===== config.mk =====
export PLATFORM = sky130hd
export DESIGN_NAME = mem_access_unit
export DESIGN_NICKNAME = d
export VERILOG_FILES = /design/src/rtl/mem_access_unit_pkg.sv /design/src/rtl/mem_timeout_ctr.sv /design/src/rtl/mem_access_unit.sv
export SDC_FILE = /design/constraint.sdc
export NUM_CORES = 1
export LEC_CHECK = 0
export CORE_ASPECT_RATIO = 1.25
export CORE_UTILIZATION = 37
export CTS_BUF_LIST = sky130_fd_sc_hd__clkbuf_16
export DETAILED_ROUTE_END_ITERATION = 6
export PLACE_DENSITY = 0.76
export SLEW_MARGIN = 40
export SYNTH_ARGS = -nofsm -noshare
export SYNTH_HDL_FRONTEND = slang
export SYNTH_SLANG_ARGS = --single-unit

===== constraint.sdc =====
create_clock -name clk -period 2.25 [get_ports clk]
set_clock_uncertainty 0.15 [all_clocks]
set_input_delay 0.5625 -clock clk [delete_from_list [all_inputs] [get_ports clk]]
set_output_delay 0.5625 -clock clk [all_outputs]
set_load 0.02 [all_outputs]

===== src/rtl/mem_access_unit_pkg.sv =====
// Shared definitions for the memory access unit.
//   MaWordSize : data/address width
//   MaTimeout  : default number of wait cycles before an access is abandoned
//   MaCntW     : width of the wait-cycle counter
//   ma_state_e : FSM state encoding (IDLE=0, RD_WAIT=1, WR_WAIT=2, DONE=3)
package mem_access_unit_pkg;

    localparam int unsigned MaWordSize = 16;
    localparam int unsigned MaTimeout  = 15;
    localparam int unsigned MaCntW     = 4;

    typedef enum logic [1:0] {
        MaIdle   = 2'd0,
        MaRdWait = 2'd1,
        MaWrWait = 2'd2,
        MaDone   = 2'd3
    } ma_state_e;

    function automatic logic is_wait(input ma_state_e s);
        return (s == MaRdWait) || (s == MaWrWait);
    endfunction

endpackage


===== src/rtl/mem_timeout_ctr.sv =====
// Wait-cycle counter for the memory access unit.
//   clk, reset : system clock, synchronous active-high reset
//   clear      : zero the count (entry into a wait state)
//   enable     : count one wait cycle
//   count      : current number of wait cycles spent
//   expired    : count has reached LIMIT; the counter holds there
module mem_timeout_ctr
    import mem_access_unit_pkg::*;
#(
    parameter int unsigned LIMIT = MaTimeout
) (
    input  logic              clk,
    input  logic              reset,
    input  logic              clear,
    input  logic              enable,
    output logic [MaCntW-1:0] count,
    output logic              expired
);

    logic [MaCntW-1:0] count_q;

    assign count   = count_q;
    assign expired = (count_q == MaCntW'(LIMIT));

    always_ff @(posedge clk) begin
        if (reset) begin
            count_q <= '0;
        end else if (clear) begin
            count_q <= '0;
        end else if (enable && !expired) begin
            count_q <= count_q + 1'b1;
        end
    end

endmodule


===== src/rtl/mem_access_unit.sv =====
// Multicycle memory front end between the microcoded controller and external memory.
// Converts MemRead/MemWrite/IorD/IRWrite into a registered readM/writeM handshake,
// captures read data into IR or MDR, and pulses mem_done when the controller may advance.
//   clk, reset             : system clock, synchronous active-high reset
//   pc_addr, alu_addr      : fetch / data address, selected by iord
//   store_data             : write data for stores
//   iord, mem_read,
//   mem_write, ir_write    : controller request controls
//   ir_out, mdr_out        : instruction register / memory data register
//   mem_done               : one-cycle completion pulse
//   mem_err                : sticky timeout or read+write conflict flag
//   readM, writeM, address,
//   data_out               : external memory request side
//   data_in, inputReady,
//   ackOutput              : external memory response side
module mem_access_unit
    import mem_access_unit_pkg::*;
#(
    parameter int unsigned WORD_SIZE = MaWordSize,
    parameter int unsigned TIMEOUT   = MaTimeout
) (
    input  logic                 clk,
    input  logic                 reset,
    input  logic [WORD_SIZE-1:0] pc_addr,
    input  logic [WORD_SIZE-1:0] alu_addr,
    input  logic [WORD_SIZE-1:0] store_data,
    input  logic                 iord,
    input  logic                 mem_read,
    input  logic                 mem_write,
    input  logic                 ir_write,
    output logic [WORD_SIZE-1:0] ir_out,
    output logic [WORD_SIZE-1:0] mdr_out,
    output logic                 mem_done,
    output logic                 mem_err,
    output logic                 readM,
    output logic                 writeM,
    output logic [WORD_SIZE-1:0] address,
    output logic [WORD_SIZE-1:0] data_out,
    input  logic [WORD_SIZE-1:0] data_in,
    input  logic                 inputReady,
    input  logic                 ackOutput
);

    ma_state_e state_q, state_d;

    logic [WORD_SIZE-1:0] addr_q, wdata_q, ir_q, mdr_q;
    logic                 dst_ir_q, err_q, readm_q, writem_q, done_q;

    logic readm_d, writem_d, done_d;
    logic latch_req, rd_ok, err_set;

    logic              tmo_clear, tmo_enable, tmo_expired;
    logic [MaCntW-1:0] tmo_count;

    assign ir_out   = ir_q;
    assign mdr_out  = mdr_q;
    assign mem_done = done_q;
    assign mem_err  = err_q;
    assign readM    = readm_q;
    assign writeM   = writem_q;
    assign address  = addr_q;
    assign data_out = wdata_q;

    // Counter restarts on every entry into a wait state and runs while waiting.
    assign tmo_clear  = (state_q == MaIdle) && is_wait(state_d);
    assign tmo_enable = is_wait(state_q);

    mem_timeout_ctr #(
        .LIMIT (TIMEOUT)
    ) u_timeout_ctr (
        .clk     (clk),
        .reset   (reset),
        .clear   (tmo_clear),
        .enable  (tmo_enable),
        .count   (tmo_count),
        .expired (tmo_expired)
    );

    // State register
    always_ff @(posedge clk) begin
        if (reset) begin
            state_q <= MaIdle;
        end else begin
            state_q <= state_d;
        end
    end

    // Next-state logic; a response in the final wait cycle still counts as success.
    always_comb begin
        state_d = state_q;
        unique case (state_q)
            MaIdle: begin
                if (mem_read && mem_write) begin
                    state_d = MaDone;
                end else if (mem_read) begin
                    state_d = MaRdWait;
                end else if (mem_write) begin
                    state_d = MaWrWait;
                end
            end
            MaRdWait: if (inputReady || tmo_expired) state_d = MaDone;
            MaWrWait: if (ackOutput || tmo_expired) state_d = MaDone;
            MaDone:   state_d = MaIdle;
            default:  state_d = MaIdle;
        endcase
    end

    // Output logic: strobes and done are registered from the next state so they
    // line up with the state they belong to without decode glitches.
    always_comb begin
        readm_d   = (state_d == MaRdWait);
        writem_d  = (state_d == MaWrWait);
        done_d    = (state_d == MaDone);
        latch_req = (state_q == MaIdle) && (mem_read != mem_write);
        rd_ok     = (state_q == MaRdWait) && inputReady;
        err_set   = ((state_q == MaIdle) && mem_read && mem_write)
                  || ((state_q == MaRdWait) && !inputReady && tmo_expired)
                  || ((state_q == MaWrWait) && !ackOutput && tmo_expired);
    end

    always_ff @(posedge clk) begin
        if (reset) begin
            addr_q   <= '0;
            wdata_q  <= '0;
            dst_ir_q <= 1'b0;
            ir_q     <= '0;
            mdr_q    <= '0;
            err_q    <= 1'b0;
            readm_q  <= 1'b0;
            writem_q <= 1'b0;
            done_q   <= 1'b0;
        end else begin
            readm_q  <= readm_d;
            writem_q <= writem_d;
            done_q   <= done_d;
            if (latch_req) begin
                addr_q   <= iord ? alu_addr : pc_addr;
                dst_ir_q <= ir_write;
                if (mem_write) begin
                    wdata_q <= store_data;
                end
            end
            if (rd_ok) begin
                if (dst_ir_q) begin
                    ir_q <= data_in;
                end else begin
                    mdr_q <= data_in;
                end
            end
            if (err_set) begin
                err_q <= 1'b1;
            end
        end
    end

    // The counter saturates at the limit; a larger value means it escaped its bound.
    a_count_bounded : assert property (@(posedge clk) disable iff (reset)
        tmo_count <= MaCntW'(TIMEOUT));

endmodule


==> results.py, run 1 <==
metrics = {
    "worst_setup_path": {
        "arrival_ns": 2.35,
        "r2r_cells": 10,
        "rr_endpoint": "u_timeout_ctr.count[2]$_SDFFE_PP0P_",
        "crit_fanout": 6,
        "crit_type": "reg -> reg",
        "endpoint_kind": "flip-flop",
        "rrSetupSlack_ns": 0.007,
        "start_kind": "flip-flop",
        "cp.required_ns": 2.35,
        "r2r_start": "state_q[0]$_SDFF_PP0_",
    },
    "clock_tree": {
        "cts_tree": "done",
        "cts_buffer_depth": 2,
        "clockRootBuffer": "clkbuf_16",
        "cts.clk_slew.worst_paths_ns": 0.06,
        "cts_hold_buf": 0,
        "cts_sinks": 75,
        "cts_buffers": 9,
        "htree_levels": 3,
        "clock_latency_ns": 0.32,
    },
    "die": {
        "start_util_pct": 38.3,
        "fp.dieW_microns": 82.6,
        "io_pins": 140,
        "rows": 36,
        "core_area_sq_um": 7840,
        "die-height_microns": 103,
        "dieArea_sq_um": 8490,
    },
    "yosys": {
        "synthArstFlopShare_pct": 0,
        "ys.flop_type": "dfxtp_1",
        "syn-num-nets": 434,
        "synthCells": 353,
        "synth_cell_types": 34,
        "syn-cell-area_sq_um": 3010,
        "ys_ff_latch": 75,
        "seq_area_frac_synth_pct": 50.0,
        "netlist_top_cells_area": "dfxtp_1, nand2_1, a21oi_1",
        "syn_area_per_cell_sq_um": 8.51,
        "synth.top_cell.area_share_pct": 50.0,
        "synth_edf_count": 0,
        "synth.largest_area_cell": "dfxtp_1",
        "synth_warnings": 0,
    },
    "worst_hold_path": {
        "min_path_cells": 2,
        "min-delay-start": "ir_out[8]$_SDFFE_PP0P_",
        "whs_endpoint": "ir_out[8]$_SDFFE_PP0P_",
        "hold_class": "reg -> reg",
    },
    "flow_run": {
        "drv_cap": 0,
    },
    "grt": {
        "grt_max_degree": 40,
        "grt_remaining_overflow": 0,
        "antenna_found_initial": 0,
        "grt_pass1_vias": 2807,
        "grt_usage_pct": 19.5,
        "grt_pass1_wl_microns": 12500,
    },
    "route": {
        "wl_per_cell_microns": 13.5,
        "drc_errors": 0,
        "wirelength_microns": 8120,
        "first_pass_iters": 4,
        "ant_nets": 0,
        "via_count": 2984,
        "via_per_inst": 4.94,
        "drt_iter0_drc": 92,
    },
    "power": {
        "vdd_drop_max_v": 0.000828,
        "pwr-share-clk_pct": 26.3,
        "p_int_mw": 3.48,
        "p_per_area_nw_per_um2": 1040,
        "p_sw_share_pct": 32.7,
        "combPwrFrac_pct": 41.2,
        "p_total_mw": 5.17,
        "power_switching_mw": 1.69,
        "power.leakage_nw": 1.88,
        "power_frac_seq_pct": 32.4,
    },
    "timing": {
        "hold_viol": 0,
        "final-max-slew-violation-count": 0,
        "min_period_ns": 2.24,
        "fin_crit_sh_pct": 99.7,
        "fmax_mhz": 446,
        "setup_viol": 0,
        "worst_pin_slew_ns": 0.753,
        "maxSlewHeadroom_pct": 49.8,
        "rsz0062_at_grt": "yes",
    },
    "run_status": {
        "status": "finished clean",
    },
    "placement": {
        "place_hpwl_microns": 5920,
        "dpl_cell_area_sq_um": 4620,
        "gp_congestion": 0.864,
        "numPortBuffers": 139,
    },
    "final_layout": {
        "diodes": 0,
        "nets": 586,
        "area_delta_synth_final_pct": 66.0,
        "postLayoutCellArea_sq_um": 4990,
        "drive_above_1_share_pct": 11.6,
    },
}
[cell usage after synthesis (2+ instances only)]
cell       n
nor2b_1    5
clkbuf_1  11
nand3b_1   2
nand2_1   96
o21ai_0    4
and3_1     3
clkbuf_2   2
nor3_1     3
dfxtp_1   75
nand3_1    2
buf_2     10
inv_1      5
mux2i_1   17
a211oi_1  17
buf_6      2
nor2_1    20
ha_1       9
a21oi_1   54
[through the flow]
step,instances,util [%],setup TNS (ns),hold WS [ns],setup WS (ns)
finish,604,63.6,0,0.303,0.00678
CTS,600,62.6,0,0.306,0.00369
global route,604,63.6,-0.0826,0.325,-0.0538
detailed placement,585,58.9,-1.73,0.298,-0.333
global placement,585,58.9,-1.40,0.291,-0.282
floorplan,353,-,0,0.312,0.00164
[placed cells by master (no fill, tap or decap), drive strengths merged, types with 2 or more instances in the layout]
master,n
nor2b,5
nand3b,2
a21oi,54
or2,2
clkdlybuf4s50,137
nor3,3
ha,9
nand3,2
clkinvlp,2
o21ai,4
dfxtp,75
or4,2
buf,29
mux2i,17
clkbuf,9
a211oi,17
clkinv,3
nor2,20
inv,5
and3,3
nand2,96
[sequential cells by signal, summed over array words and instances (netlist names)]
| register | cells |
|---|---|
| address | 16 |
| mem_err | 1 |
| dst_ir_q | 1 |
| readM | 1 |
| ir_out | 16 |
| state_q | 2 |
| mem_done | 1 |
| writeM | 1 |
| data_out | 16 |
| mdr_out | 16 |
| u_timeout_ctr.count | 4 |
[area by class of cell]
| cell class | instances | area [sq um] |
|---|---|---|
| clock buffers | 9 | 225 |
| clock inverters | 6 | 57.6 |
| fillers | 673 | 2850 |
| inverters | 5 | 23.8 |
| multi-input cells | 247 | 1410 |
| flip-flops and latches | 75 | 1510 |
| well taps | 95 | 119 |
| repair buffers | 167 | 1640 |
[worst max-delay path, cell delays in order (launching register included)]
cell     delay [ns]
dfxtp_4        0.37
inv_6          0.04
ha_4           0.16
buf_6          0.12
or4_4          0.55
nor2_4         0.13
a211o_1        0.11
ha_1           0.13
inv_2          0.04
a21o_4         0.23
nor3_2         0.15
[per-layer routing]
layer  wire (microns)  GRT usage (%)
met1             3320           21.9
met5                0              0
met2             3980           32.6
met4              165           8.22
met3              654           7.43
[worst max-delay path by stage]
| stage | from | endpoint |
|---|---|---|
| floorplan | state_q[1]$_SDFF_PP0_ | u_timeout_ctr.count[2]$_SDFFE_PP0P_ |
| global placement | ackOutput | u_timeout_ctr.count[2]$_SDFFE_PP0P_ |
| detailed placement | ackOutput | u_timeout_ctr.count[2]$_SDFFE_PP0P_ |
| CTS | state_q[1]$_SDFF_PP0_ | u_timeout_ctr.count[2]$_SDFFE_PP0P_ |
| global route | state_q[0]$_SDFF_PP0_ | u_timeout_ctr.count[2]$_SDFFE_PP0P_ |
| finish | state_q[0]$_SDFF_PP0_ | u_timeout_ctr.count[2]$_SDFFE_PP0P_ |
[power by group through the flow]
stage	sequential (mW)	clock, mW	combinational, mW
6_report	1.68	1.36	2.13
5_1_grt	1.70	1.45	2.30
4_1_cts	1.68	1.40	1.94
3_5_place_dp	1.70	0	1.91
3_3_place_gp	1.69	0	1.87
2_1_floorplan	1.91	0	0.868
[timing repair]
action	CTS	global route
endpoints found under the setup margin	1	4
buffers inserted	0	4
hold endpoints to repair	0	0
gates cloned	0	0
pin swaps	0	9
resized for setup	2	14
[cells by family after synthesis]
family | count (synthesis) | synth area share, %
buffers and inverters | 31 | 5.00
flip-flops | 75 | 50.0
AO/OA/AOI/OAI | 81 | 15.9
adder cells (fa/ha/maj) | 9 | 3.75
multiplexers | 17 | 5.66
AND/OR/NAND/NOR | 140 | 19.8
No activity file was read; power rests on OpenSTA's default activity.
==> run 2, diff against run 1 <==
- CTS_CLUSTER_SIZE: not set -> 28
==> results of run 2 <==
Same layout as run 1: the final DEF is identical, and so are final timing and power.
